===== src/rtl/msrv32_dbus_arbiter_pkg.sv =====
// msrv32 data-bus arbiter: shared constants and types.
// AHB encodings, FSM states, grant owners.
package msrv32_dbus_arbiter_pkg;

  localparam logic [1:0] HTRANS_IDLE   = 2'b00;
  localparam logic [1:0] HTRANS_NONSEQ = 2'b10;

  localparam logic [2:0] HSIZE_B = 3'b000;
  localparam logic [2:0] HSIZE_H = 3'b001;
  localparam logic [2:0] HSIZE_W = 3'b010;

  localparam logic [1:0] S_IDLE = 2'd0;
  localparam logic [1:0] S_ADDR = 2'd1;
  localparam logic [1:0] S_DATA = 2'd2;

  localparam logic LAST_LD = 1'b0;
  localparam logic LAST_ST = 1'b1;

  typedef struct packed {
    logic [31:0] addr;
    logic [2:0]  size;
    logic        write;
    logic [31:0] wdata;
  } xfer_t;

endpackage


===== src/rtl/msrv32_dbus_arbiter_if.sv =====
// msrv32 data-bus arbiter: load/store/AHB bundle.
// master = arbiter side, slave = LSU + AHB side.
interface msrv32_dbus_arbiter_if;

  logic        ld_req_in;
  logic [31:0] ld_addr_in;
  logic [1:0]  ld_size_in;
  logic        ld_gnt_out;
  logic        ld_valid_out;
  logic [31:0] ld_rdata_out;

  logic        st_req_in;
  logic [31:0] st_addr_in;
  logic [31:0] st_wdata_in;
  logic [3:0]  st_mask_in;
  logic        st_gnt_out;
  logic        st_done_out;

  logic [31:0] ahb_haddr_out;
  logic [1:0]  ahb_htrans_out;
  logic        ahb_hwrite_out;
  logic [2:0]  ahb_hsize_out;
  logic [31:0] ahb_hwdata_out;
  logic [31:0] ahb_hrdata_in;
  logic        ahb_hready_in;
  logic        ahb_hresp_in;

  logic        stall_out;
  logic        err_out;

  modport master (
    input  ld_req_in, ld_addr_in, ld_size_in,
    output ld_gnt_out, ld_valid_out, ld_rdata_out,
    input  st_req_in, st_addr_in, st_wdata_in,
    input  st_mask_in,
    output st_gnt_out, st_done_out,
    output ahb_haddr_out, ahb_htrans_out,
    output ahb_hwrite_out, ahb_hsize_out,
    output ahb_hwdata_out,
    input  ahb_hrdata_in, ahb_hready_in,
    input  ahb_hresp_in,
    output stall_out, err_out
  );

  modport slave (
    output ld_req_in, ld_addr_in, ld_size_in,
    input  ld_gnt_out, ld_valid_out, ld_rdata_out,
    output st_req_in, st_addr_in, st_wdata_in,
    output st_mask_in,
    input  st_gnt_out, st_done_out,
    input  ahb_haddr_out, ahb_htrans_out,
    input  ahb_hwrite_out, ahb_hsize_out,
    input  ahb_hwdata_out,
    output ahb_hrdata_in, ahb_hready_in,
    output ahb_hresp_in,
    input  stall_out, err_out
  );

endinterface


===== src/rtl/msrv32_dbus_size_decode.sv =====
// msrv32 data-bus arbiter: mask/size decode.
// Store mask -> hsize, haddr[1:0]; legality checks.
module msrv32_dbus_size_decode
  import msrv32_dbus_arbiter_pkg::*;
(
  input  logic [3:0] st_mask_in,
  input  logic [1:0] ld_alo_in,
  input  logic [1:0] ld_size_in,
  output logic [2:0] st_hsize_out,
  output logic [1:0] st_alo_out,
  output logic       st_bad_out,
  output logic       ld_bad_out
);

  always_comb begin
    st_hsize_out = HSIZE_B;
    st_alo_out   = 2'd0;
    st_bad_out   = 1'b0;
    unique case (1'b1)
      st_mask_in == 4'b0001: st_alo_out = 2'd0;
      st_mask_in == 4'b0010: st_alo_out = 2'd1;
      st_mask_in == 4'b0100: st_alo_out = 2'd2;
      st_mask_in == 4'b1000: st_alo_out = 2'd3;
      st_mask_in == 4'b0011: st_hsize_out = HSIZE_H;
      st_mask_in == 4'b1100: begin
        st_hsize_out = HSIZE_H;
        st_alo_out   = 2'd2;
      end
      st_mask_in == 4'b1111: st_hsize_out = HSIZE_W;
      default: st_bad_out = 1'b1;
    endcase
  end

  always_comb begin
    unique case (ld_size_in)
      2'b00:   ld_bad_out = 1'b0;
      2'b01:   ld_bad_out = ld_alo_in[0];
      2'b10:   ld_bad_out = |ld_alo_in;
      default: ld_bad_out = 1'b1;
    endcase
  end

endmodule


===== src/rtl/msrv32_dbus_arbiter.sv =====
// msrv32 data-bus arbiter: load/store -> AHB-Lite.
// One transfer at a time, round-robin on ties.
module msrv32_dbus_arbiter
  import msrv32_dbus_arbiter_pkg::*;
#(
  parameter int unsigned TIMEOUT = 16
) (
  input  logic                 clk_in,
  input  logic                 rst_n_in,
  msrv32_dbus_arbiter_if.master bus
);

  localparam int CW = $clog2(TIMEOUT + 1);
  localparam logic [CW-1:0] TO_LAST =
    CW'(TIMEOUT - 1);

  logic [1:0]    state_q, state_d;
  logic          last_q, last_d;
  logic          own_q, own_d;
  xfer_t         xfer_q, xfer_d;
  logic [CW-1:0] cnt_q, cnt_d;
  logic          ld_vld_q, ld_vld_d;
  logic          st_done_q, st_done_d;
  logic          err_q, err_d;
  logic [31:0]   rdata_q, rdata_d;

  logic [2:0] st_hsize;
  logic [1:0] st_alo;
  logic       st_bad, ld_bad;
  logic       ld_eff, st_eff;
  logic       pick_ld, pick_st;
  logic       in_addr, in_data, busy;
  logic       hready, expire;
  logic       fin, fin_err;
  logic       unused_st_alo;

  msrv32_dbus_size_decode u_dec (
    .st_mask_in   (bus.st_mask_in),
    .ld_alo_in    (bus.ld_addr_in[1:0]),
    .ld_size_in   (bus.ld_size_in),
    .st_hsize_out (st_hsize),
    .st_alo_out   (st_alo),
    .st_bad_out   (st_bad),
    .ld_bad_out   (ld_bad)
  );

  assign unused_st_alo = ^bus.st_addr_in[1:0];

  assign hready  = bus.ahb_hready_in;
  assign in_addr = state_q == S_ADDR;
  assign in_data = state_q == S_DATA;
  assign busy    = in_addr | in_data;
  assign expire  = ~hready & (cnt_q == TO_LAST);

  assign ld_eff  = bus.ld_req_in & ~ld_vld_q;
  assign st_eff  = bus.st_req_in & ~st_done_q;
  assign pick_st = st_eff &
                   (~ld_eff | (last_q == LAST_LD));
  assign pick_ld = ld_eff & ~pick_st;

  always_comb begin
    state_d   = state_q;
    last_d    = last_q;
    own_d     = own_q;
    xfer_d    = xfer_q;
    ld_vld_d  = 1'b0;
    st_done_d = 1'b0;
    err_d     = 1'b0;
    rdata_d   = rdata_q;
    fin       = 1'b0;
    fin_err   = 1'b0;
    unique case (state_q)
      S_IDLE: begin
        if (pick_st) begin
          if (st_bad) begin
            st_done_d = 1'b1;
            err_d     = 1'b1;
          end else begin
            state_d      = S_ADDR;
            own_d        = LAST_ST;
            last_d       = LAST_ST;
            xfer_d.addr  = {bus.st_addr_in[31:2],
                            st_alo};
            xfer_d.size  = st_hsize;
            xfer_d.write = 1'b1;
            xfer_d.wdata = bus.st_wdata_in;
          end
        end else if (pick_ld) begin
          if (ld_bad) begin
            ld_vld_d = 1'b1;
            err_d    = 1'b1;
            rdata_d  = '0;
          end else begin
            state_d      = S_ADDR;
            own_d        = LAST_LD;
            last_d       = LAST_LD;
            xfer_d.addr  = bus.ld_addr_in;
            xfer_d.size  = {1'b0, bus.ld_size_in};
            xfer_d.write = 1'b0;
            xfer_d.wdata = '0;
          end
        end
      end
      S_ADDR: begin
        if (hready) begin
          state_d = S_DATA;
        end else if (expire) begin
          fin     = 1'b1;
          fin_err = 1'b1;
        end
      end
      S_DATA: begin
        if (hready) begin
          fin     = 1'b1;
          fin_err = bus.ahb_hresp_in;
        end else if (expire) begin
          fin     = 1'b1;
          fin_err = 1'b1;
        end
      end
      default: state_d = S_IDLE;
    endcase
    if (fin) begin
      state_d = S_IDLE;
      err_d   = fin_err;
      if (own_q == LAST_ST) begin
        st_done_d = 1'b1;
      end else begin
        ld_vld_d = 1'b1;
        rdata_d  = fin_err ? '0 : bus.ahb_hrdata_in;
      end
    end
  end

  always_comb begin
    cnt_d = cnt_q;
    if (state_d != state_q) begin
      cnt_d = '0;
    end else if (busy && !hready) begin
      cnt_d = cnt_q + CW'(1);
    end
  end

  always_ff @(posedge clk_in or negedge rst_n_in) begin
    if (!rst_n_in) begin
      state_q   <= S_IDLE;
      last_q    <= LAST_LD;
      own_q     <= LAST_LD;
      xfer_q    <= '0;
      cnt_q     <= '0;
      ld_vld_q  <= 1'b0;
      st_done_q <= 1'b0;
      err_q     <= 1'b0;
      rdata_q   <= '0;
    end else begin
      state_q   <= state_d;
      last_q    <= last_d;
      own_q     <= own_d;
      xfer_q    <= xfer_d;
      cnt_q     <= cnt_d;
      ld_vld_q  <= ld_vld_d;
      st_done_q <= st_done_d;
      err_q     <= err_d;
      rdata_q   <= rdata_d;
    end
  end

  assign bus.ahb_htrans_out =
    in_addr ? HTRANS_NONSEQ : HTRANS_IDLE;
  assign bus.ahb_haddr_out  =
    in_addr ? xfer_q.addr : '0;
  assign bus.ahb_hwrite_out =
    in_addr & xfer_q.write;
  assign bus.ahb_hsize_out  =
    in_addr ? xfer_q.size : '0;
  assign bus.ahb_hwdata_out =
    in_data ? xfer_q.wdata : '0;

  assign bus.ld_gnt_out =
    in_addr & hready & (own_q == LAST_LD);
  assign bus.st_gnt_out =
    in_addr & hready & (own_q == LAST_ST);

  assign bus.ld_valid_out = ld_vld_q;
  assign bus.ld_rdata_out = rdata_q;
  assign bus.st_done_out  = st_done_q;
  assign bus.err_out      = err_q;

  assign bus.stall_out =
    rst_n_in & (busy | ld_eff | st_eff);

endmodule


===== src/flat_wrapper.sv =====
// flat-port wrapper written by rule: the top's interface ports become plain ports
module msrv32_dbus_arbiter_flat import msrv32_dbus_arbiter_pkg::*;
#(
  parameter int unsigned TIMEOUT = 16
)
  (clk_in, rst_n_in, bus_ld_req_in, bus_ld_addr_in, bus_ld_size_in, bus_ld_gnt_out, bus_ld_valid_out, bus_ld_rdata_out, bus_st_req_in, bus_st_addr_in, bus_st_wdata_in, bus_st_mask_in, bus_st_gnt_out, bus_st_done_out, bus_ahb_haddr_out, bus_ahb_htrans_out, bus_ahb_hwrite_out, bus_ahb_hsize_out, bus_ahb_hwdata_out, bus_ahb_hrdata_in, bus_ahb_hready_in, bus_ahb_hresp_in, bus_stall_out, bus_err_out);
  msrv32_dbus_arbiter_if bus_i ();
  input  logic clk_in;
  input  logic rst_n_in;
  input wire logic [$bits(bus_i.ld_req_in)-1:0] bus_ld_req_in;
  input wire logic [$bits(bus_i.ld_addr_in)-1:0] bus_ld_addr_in;
  input wire logic [$bits(bus_i.ld_size_in)-1:0] bus_ld_size_in;
  output wire logic [$bits(bus_i.ld_gnt_out)-1:0] bus_ld_gnt_out;
  output wire logic [$bits(bus_i.ld_valid_out)-1:0] bus_ld_valid_out;
  output wire logic [$bits(bus_i.ld_rdata_out)-1:0] bus_ld_rdata_out;
  input wire logic [$bits(bus_i.st_req_in)-1:0] bus_st_req_in;
  input wire logic [$bits(bus_i.st_addr_in)-1:0] bus_st_addr_in;
  input wire logic [$bits(bus_i.st_wdata_in)-1:0] bus_st_wdata_in;
  input wire logic [$bits(bus_i.st_mask_in)-1:0] bus_st_mask_in;
  output wire logic [$bits(bus_i.st_gnt_out)-1:0] bus_st_gnt_out;
  output wire logic [$bits(bus_i.st_done_out)-1:0] bus_st_done_out;
  output wire logic [$bits(bus_i.ahb_haddr_out)-1:0] bus_ahb_haddr_out;
  output wire logic [$bits(bus_i.ahb_htrans_out)-1:0] bus_ahb_htrans_out;
  output wire logic [$bits(bus_i.ahb_hwrite_out)-1:0] bus_ahb_hwrite_out;
  output wire logic [$bits(bus_i.ahb_hsize_out)-1:0] bus_ahb_hsize_out;
  output wire logic [$bits(bus_i.ahb_hwdata_out)-1:0] bus_ahb_hwdata_out;
  input wire logic [$bits(bus_i.ahb_hrdata_in)-1:0] bus_ahb_hrdata_in;
  input wire logic [$bits(bus_i.ahb_hready_in)-1:0] bus_ahb_hready_in;
  input wire logic [$bits(bus_i.ahb_hresp_in)-1:0] bus_ahb_hresp_in;
  output wire logic [$bits(bus_i.stall_out)-1:0] bus_stall_out;
  output wire logic [$bits(bus_i.err_out)-1:0] bus_err_out;
  assign bus_i.ld_req_in = bus_ld_req_in;
  assign bus_i.ld_addr_in = bus_ld_addr_in;
  assign bus_i.ld_size_in = bus_ld_size_in;
  assign bus_ld_gnt_out = bus_i.ld_gnt_out;
  assign bus_ld_valid_out = bus_i.ld_valid_out;
  assign bus_ld_rdata_out = bus_i.ld_rdata_out;
  assign bus_i.st_req_in = bus_st_req_in;
  assign bus_i.st_addr_in = bus_st_addr_in;
  assign bus_i.st_wdata_in = bus_st_wdata_in;
  assign bus_i.st_mask_in = bus_st_mask_in;
  assign bus_st_gnt_out = bus_i.st_gnt_out;
  assign bus_st_done_out = bus_i.st_done_out;
  assign bus_ahb_haddr_out = bus_i.ahb_haddr_out;
  assign bus_ahb_htrans_out = bus_i.ahb_htrans_out;
  assign bus_ahb_hwrite_out = bus_i.ahb_hwrite_out;
  assign bus_ahb_hsize_out = bus_i.ahb_hsize_out;
  assign bus_ahb_hwdata_out = bus_i.ahb_hwdata_out;
  assign bus_i.ahb_hrdata_in = bus_ahb_hrdata_in;
  assign bus_i.ahb_hready_in = bus_ahb_hready_in;
  assign bus_i.ahb_hresp_in = bus_ahb_hresp_in;
  assign bus_stall_out = bus_i.stall_out;
  assign bus_err_out = bus_i.err_out;
  msrv32_dbus_arbiter #(.TIMEOUT(TIMEOUT)) u_core (.clk_in(clk_in), .rst_n_in(rst_n_in), .bus(bus_i));
endmodule

===== config.mk =====
export PLATFORM = sky130hd
export DESIGN_NAME = msrv32_dbus_arbiter_flat
export DESIGN_NICKNAME = d
export VERILOG_FILES = /design/src/rtl/msrv32_dbus_arbiter_pkg.sv /design/src/rtl/msrv32_dbus_arbiter_if.sv /design/src/rtl/msrv32_dbus_size_decode.sv /design/src/rtl/msrv32_dbus_arbiter.sv /design/src/flat_wrapper.sv
export SDC_FILE = /design/constraint.sdc
export NUM_CORES = 1
export LEC_CHECK = 0
export BUFFER_PORTS_ARGS = -buffer_cell sky130_fd_sc_hd__buf_2
export CAP_MARGIN = 5
export CORE_ASPECT_RATIO = 1.75
export CORE_MARGIN = 8
export CORE_UTILIZATION = 36
export CTS_CLUSTER_DIAMETER = 150
export CTS_CLUSTER_SIZE = 25
export DETAILED_ROUTE_END_ITERATION = 6
export SETUP_SLACK_MARGIN = 0.02
export SLEW_MARGIN = 40
export SYNTH_ARGS = -nofsm -noshare
export SYNTH_HDL_FRONTEND = slang
export SYNTH_SLANG_ARGS = --single-unit

===== constraint.sdc =====
create_clock -name clk_in -period 3.5 [get_ports clk_in]
set_input_delay 0 -clock clk_in [delete_from_list [all_inputs] [get_ports clk_in]]
set_output_delay 0 -clock clk_in [all_outputs]
set_load 0.02 [all_outputs]

==> summary.md <==
| Metric | Value |
|---|---|
| Top cell type's share of synthesized area | 0.5014 |
| Fill count | 1,282 |
| Most common cell in the netlist | o21ai_0 |
| Drt first pass iters | 4 |
| Clk pwr share | 0.174 |
| Pin count of the biggest net entering global routing | 69 |
| Post-CTS Setup Repair Bufs | 0 |
| Pwr Total | 0.005763 W |
| Avg WL per Cell | 17.86 um |
| Clock Skew | 0.009379 ns |
| Crit Path Class | flop to flop |
| Post-synth ARST share | 1.000 |
| Final RePlAce weighted congestion | 0.7778 |
| Worst VDD drop | 340.2 uV |
| Clock Root Buffer | clkbuf_16 |
| WP data arrival | 2.75 ns |
| Leakage | 4.210 nW |
| Distinct cells, synth | 45 |
| #FFs+latches synth | 109 |
| Rows | 59 |
| Clk buf depth | 2 |
| Tcrit/Tclk final | 0.7305 |
| Final setup viols | 0 |
| Core area | 14,840 um^2 |
| H-tree depth | 3 |
| Ys Warns | 0 |
| Die W | 108.9 um |
| Slew Viols, Final | 0 |
| GRT Residual Overflow | 0 |
| TritonCTS clock tree | yes |
| RSZ-0062 raised after global routing | no |
| Post-route ant nets | 0 |
| Area grow syn2layout | 52.35% |
| Crit Path Max Fanout | 5 |
| Drt drc | 0 |
| Post-CTS sizing | 0 |
| Internal Pwr Total | 0.003377 W |
| Worst Path Required | 3.70 ns |
| Number of synthesized flops with an enable pin | 0 |
| Dominant cells by area after synthesis | dfrtp_1 50%, o21ai_0 11%, and2_1 7.7% |
| Main synth FF type | dfrtp_1 |
| Via count | 5,474 |
| Worst hold path class | primary input to flop |
| Power per Cell Area | 695.3 nW/um^2 |
| # clock sinks | 109 |
| FMAX | 391.1 MHz |
| Number of primary I/O pins | 248 |
| # port buffers | 243 |
| Sequential fraction of the synthesis area | 0.5014 |
| Worst hold stages | 3 |
| Combinational share of power | 0.465 |
| Setup TNS Final | 0 ns |
| Initial antenna violation count | 5 |
| Clk slew on worst S/H paths | 0.07 ns |
| Post-Syn Instances | 539 |
| Largest area contributor in the netlist | dfrtp_1 |
| Worst slew margin | 0.5225 |
| Initial detailed-routing violation count | 191 |
| Die area | 19,460 um^2 |
| DR vias/cell | 5.116 |
| Initial Util | 0.3666 |
| Layout cells sized above 1 | 0.3412 |
| Vias in the first global route | 6,070 |
| Final WS setup | 0.9433 ns |
| Startpoint types | flop |
| Global-route wire length before repair | 30,100 um |
| Hold Fails Final Rpt | 0 |
| Top cells by count, synth | 116 x o21ai_0, 109 x dfrtp_1, 67 x and2_1, 41 x nand2_1, 34 x clkbuf_1 |
| Fraction of power consumed by sequential logic | 0.360 |
| Psw | 0.002386 W |
| Hpwl dp | 12,770 um |
| Post-place setup slack | 0.9501 ns |
| Syn Area/Cell | 10.09 um^2 |
| Max cap viols | 0 |
| Hold_buf cts | 123 |
| Num CTS Buffers | 9 |
| Die Y | 178.6 um |
| Total track usage | 0.1955 |
| Synth Cell Area | 5440 um^2 |
| Fin nets | 1,026 |
| Drt total wl | 19,110 um |
| Actual slew at the worst max-slew pin | 0.7162 ns |
| R2R cell count | 7 |
| CP endpoint kind | flop |
| Sw Ratio | 0.4140 |
| Clock Latency Late Sink | 0.34 ns |
| Final Critical Period | 2.557 ns |
| Outcome | finished, final reports clean |
## layout make-up
| type | count | area, um^2 | area share |
|---|---|---|---|
| antenna | 2 | 5.005 | 0.0006039 |
| tap | 183 | 229.0 | 0.02763 |
| multi-input combinational | 376 | 2466 | 0.2976 |
| clock inverter | 5 | 41.29 | 0.004982 |
| timing repair buffer | 378 | 2544 | 0.3069 |
| sequential | 109 | 2728 | 0.3291 |
| clock buffer | 11 | 252.7 | 0.03050 |
| inverter | 6 | 22.52 | 0.002717 |
## worst max-delay path, stage by stage, from the launching register on
cell and delay, ns:
dfrtp_1 0.42, ha_1 0.22, and3_1 0.18, ha_1 0.19, o221ai_1 0.40, nand2b_1 0.24
o32ai_1 0.63, nor4_1 0.13
## worst paths after layout
path,start,endpoint,slack (ns)
worst min-delay path,bus_st_addr_in[12],u_core.xfer_q[48],0.01
max in group asynchronous,rst_n_in,u_core.xfer_q[21],2.47
worst min register to register,u_core.bus.ld_rdata_out[27],u_core.bus.ld_rdata_out[27],0.50
min in group asynchronous,rst_n_in,u_core.xfer_q[48],0.16
worst max register to register,u_core.cnt_q[0],u_core.cnt_q[1],0.94
worst max-delay path,u_core.cnt_q[0],u_core.cnt_q[1],0.94
## per-stage QoR
stage / hold slack (ns) / cells / cell area [um^2] / util
after floorplan: -0.2956 / 540 / 5444 / -
after global placement: -0.04742 / 929 / 6754 / 0.4552
after detailed placement: -0.04155 / 929 / 6754 / 0.4552
after CTS: 0.002156 / 1068 / 8279 / 0.5580
after global routing: 0.001441 / 1069 / 8285 / 0.5584
final: 0.01079 / 1070 / 8288 / 0.5586
## kinds of logic after synthesis
group / synth area share
AO/OA/AOI/OAI: 0.2206
XOR/XNOR: 0.006441
adder cells (fa/ha/maj): 0.01380
buffers and inverters: 0.04830
flip-flops: 0.5014
multiplexers: 0.06716
other: 0.0006893
AND/OR/NAND/NOR: 0.1417
## registers in the layout (all words and copies together) (netlist names)
name / cells
u_core.bus.err_out: 1
u_core.bus.ld_rdata_out: 32
u_core.bus.ld_valid_out: 1
u_core.bus.st_done_out: 1
u_core.cnt_q: 5
u_core.last_q: 1
u_core.state_q: 2
u_core.xfer_q: 66
## power groups by stage
| stage | clock network, W | logic (W) | registers, W |
|---|---|---|---|
| 6_report | 0.00100 | 0.00268 | 0.00208 |
| 5_1_grt | 0.00108 | 0.00295 | 0.00214 |
| 4_1_cts | 0.00103 | 0.00271 | 0.00207 |
| 3_5_place_dp | 0 | 0.00254 | 0.00208 |
| 3_3_place_gp | 0 | 0.00247 | 0.00206 |
| 2_1_floorplan | 0 | 0.00158 | 0.00219 |
## placed cells by master, fill, tap and decap left out, types with 4 or more instances in the layout
cell type / Yosys / layout
buf_2: 6 / 242
mux2i_1: 32 / 32
inv_1: 6 / 6
o21a_1: 4 / 4
nor4_1: 4 / 4
clkbuf_16: 0 / 9
o211ai_1: 4 / 4
nor3_1: 6 / 5
ha_1: 6 / 6
dfrtp_1: 109 / 109
nand2_1: 41 / 41
a22o_1: 32 / 32
dlygate4sd3_1: 0 / 123
o21ai_0: 116 / 116
buf_4: 3 / 12
nand2b_1: 4 / 4
and2_1: 67 / 67
o21ai_2: 19 / 19
## layer usage
layer | track usage | routed length [um] | vias up
li1 | - | - | 2581
met4 | 0.09065 | 522 | 8
met1 | 0.1990 | 6838 | 2653
met5 | 0 | 55 | -
met2 | 0.3583 | 10420 | 188
met3 | 0.04993 | 1279 | 44
No activity file was read; power rests on OpenSTA's default activity.
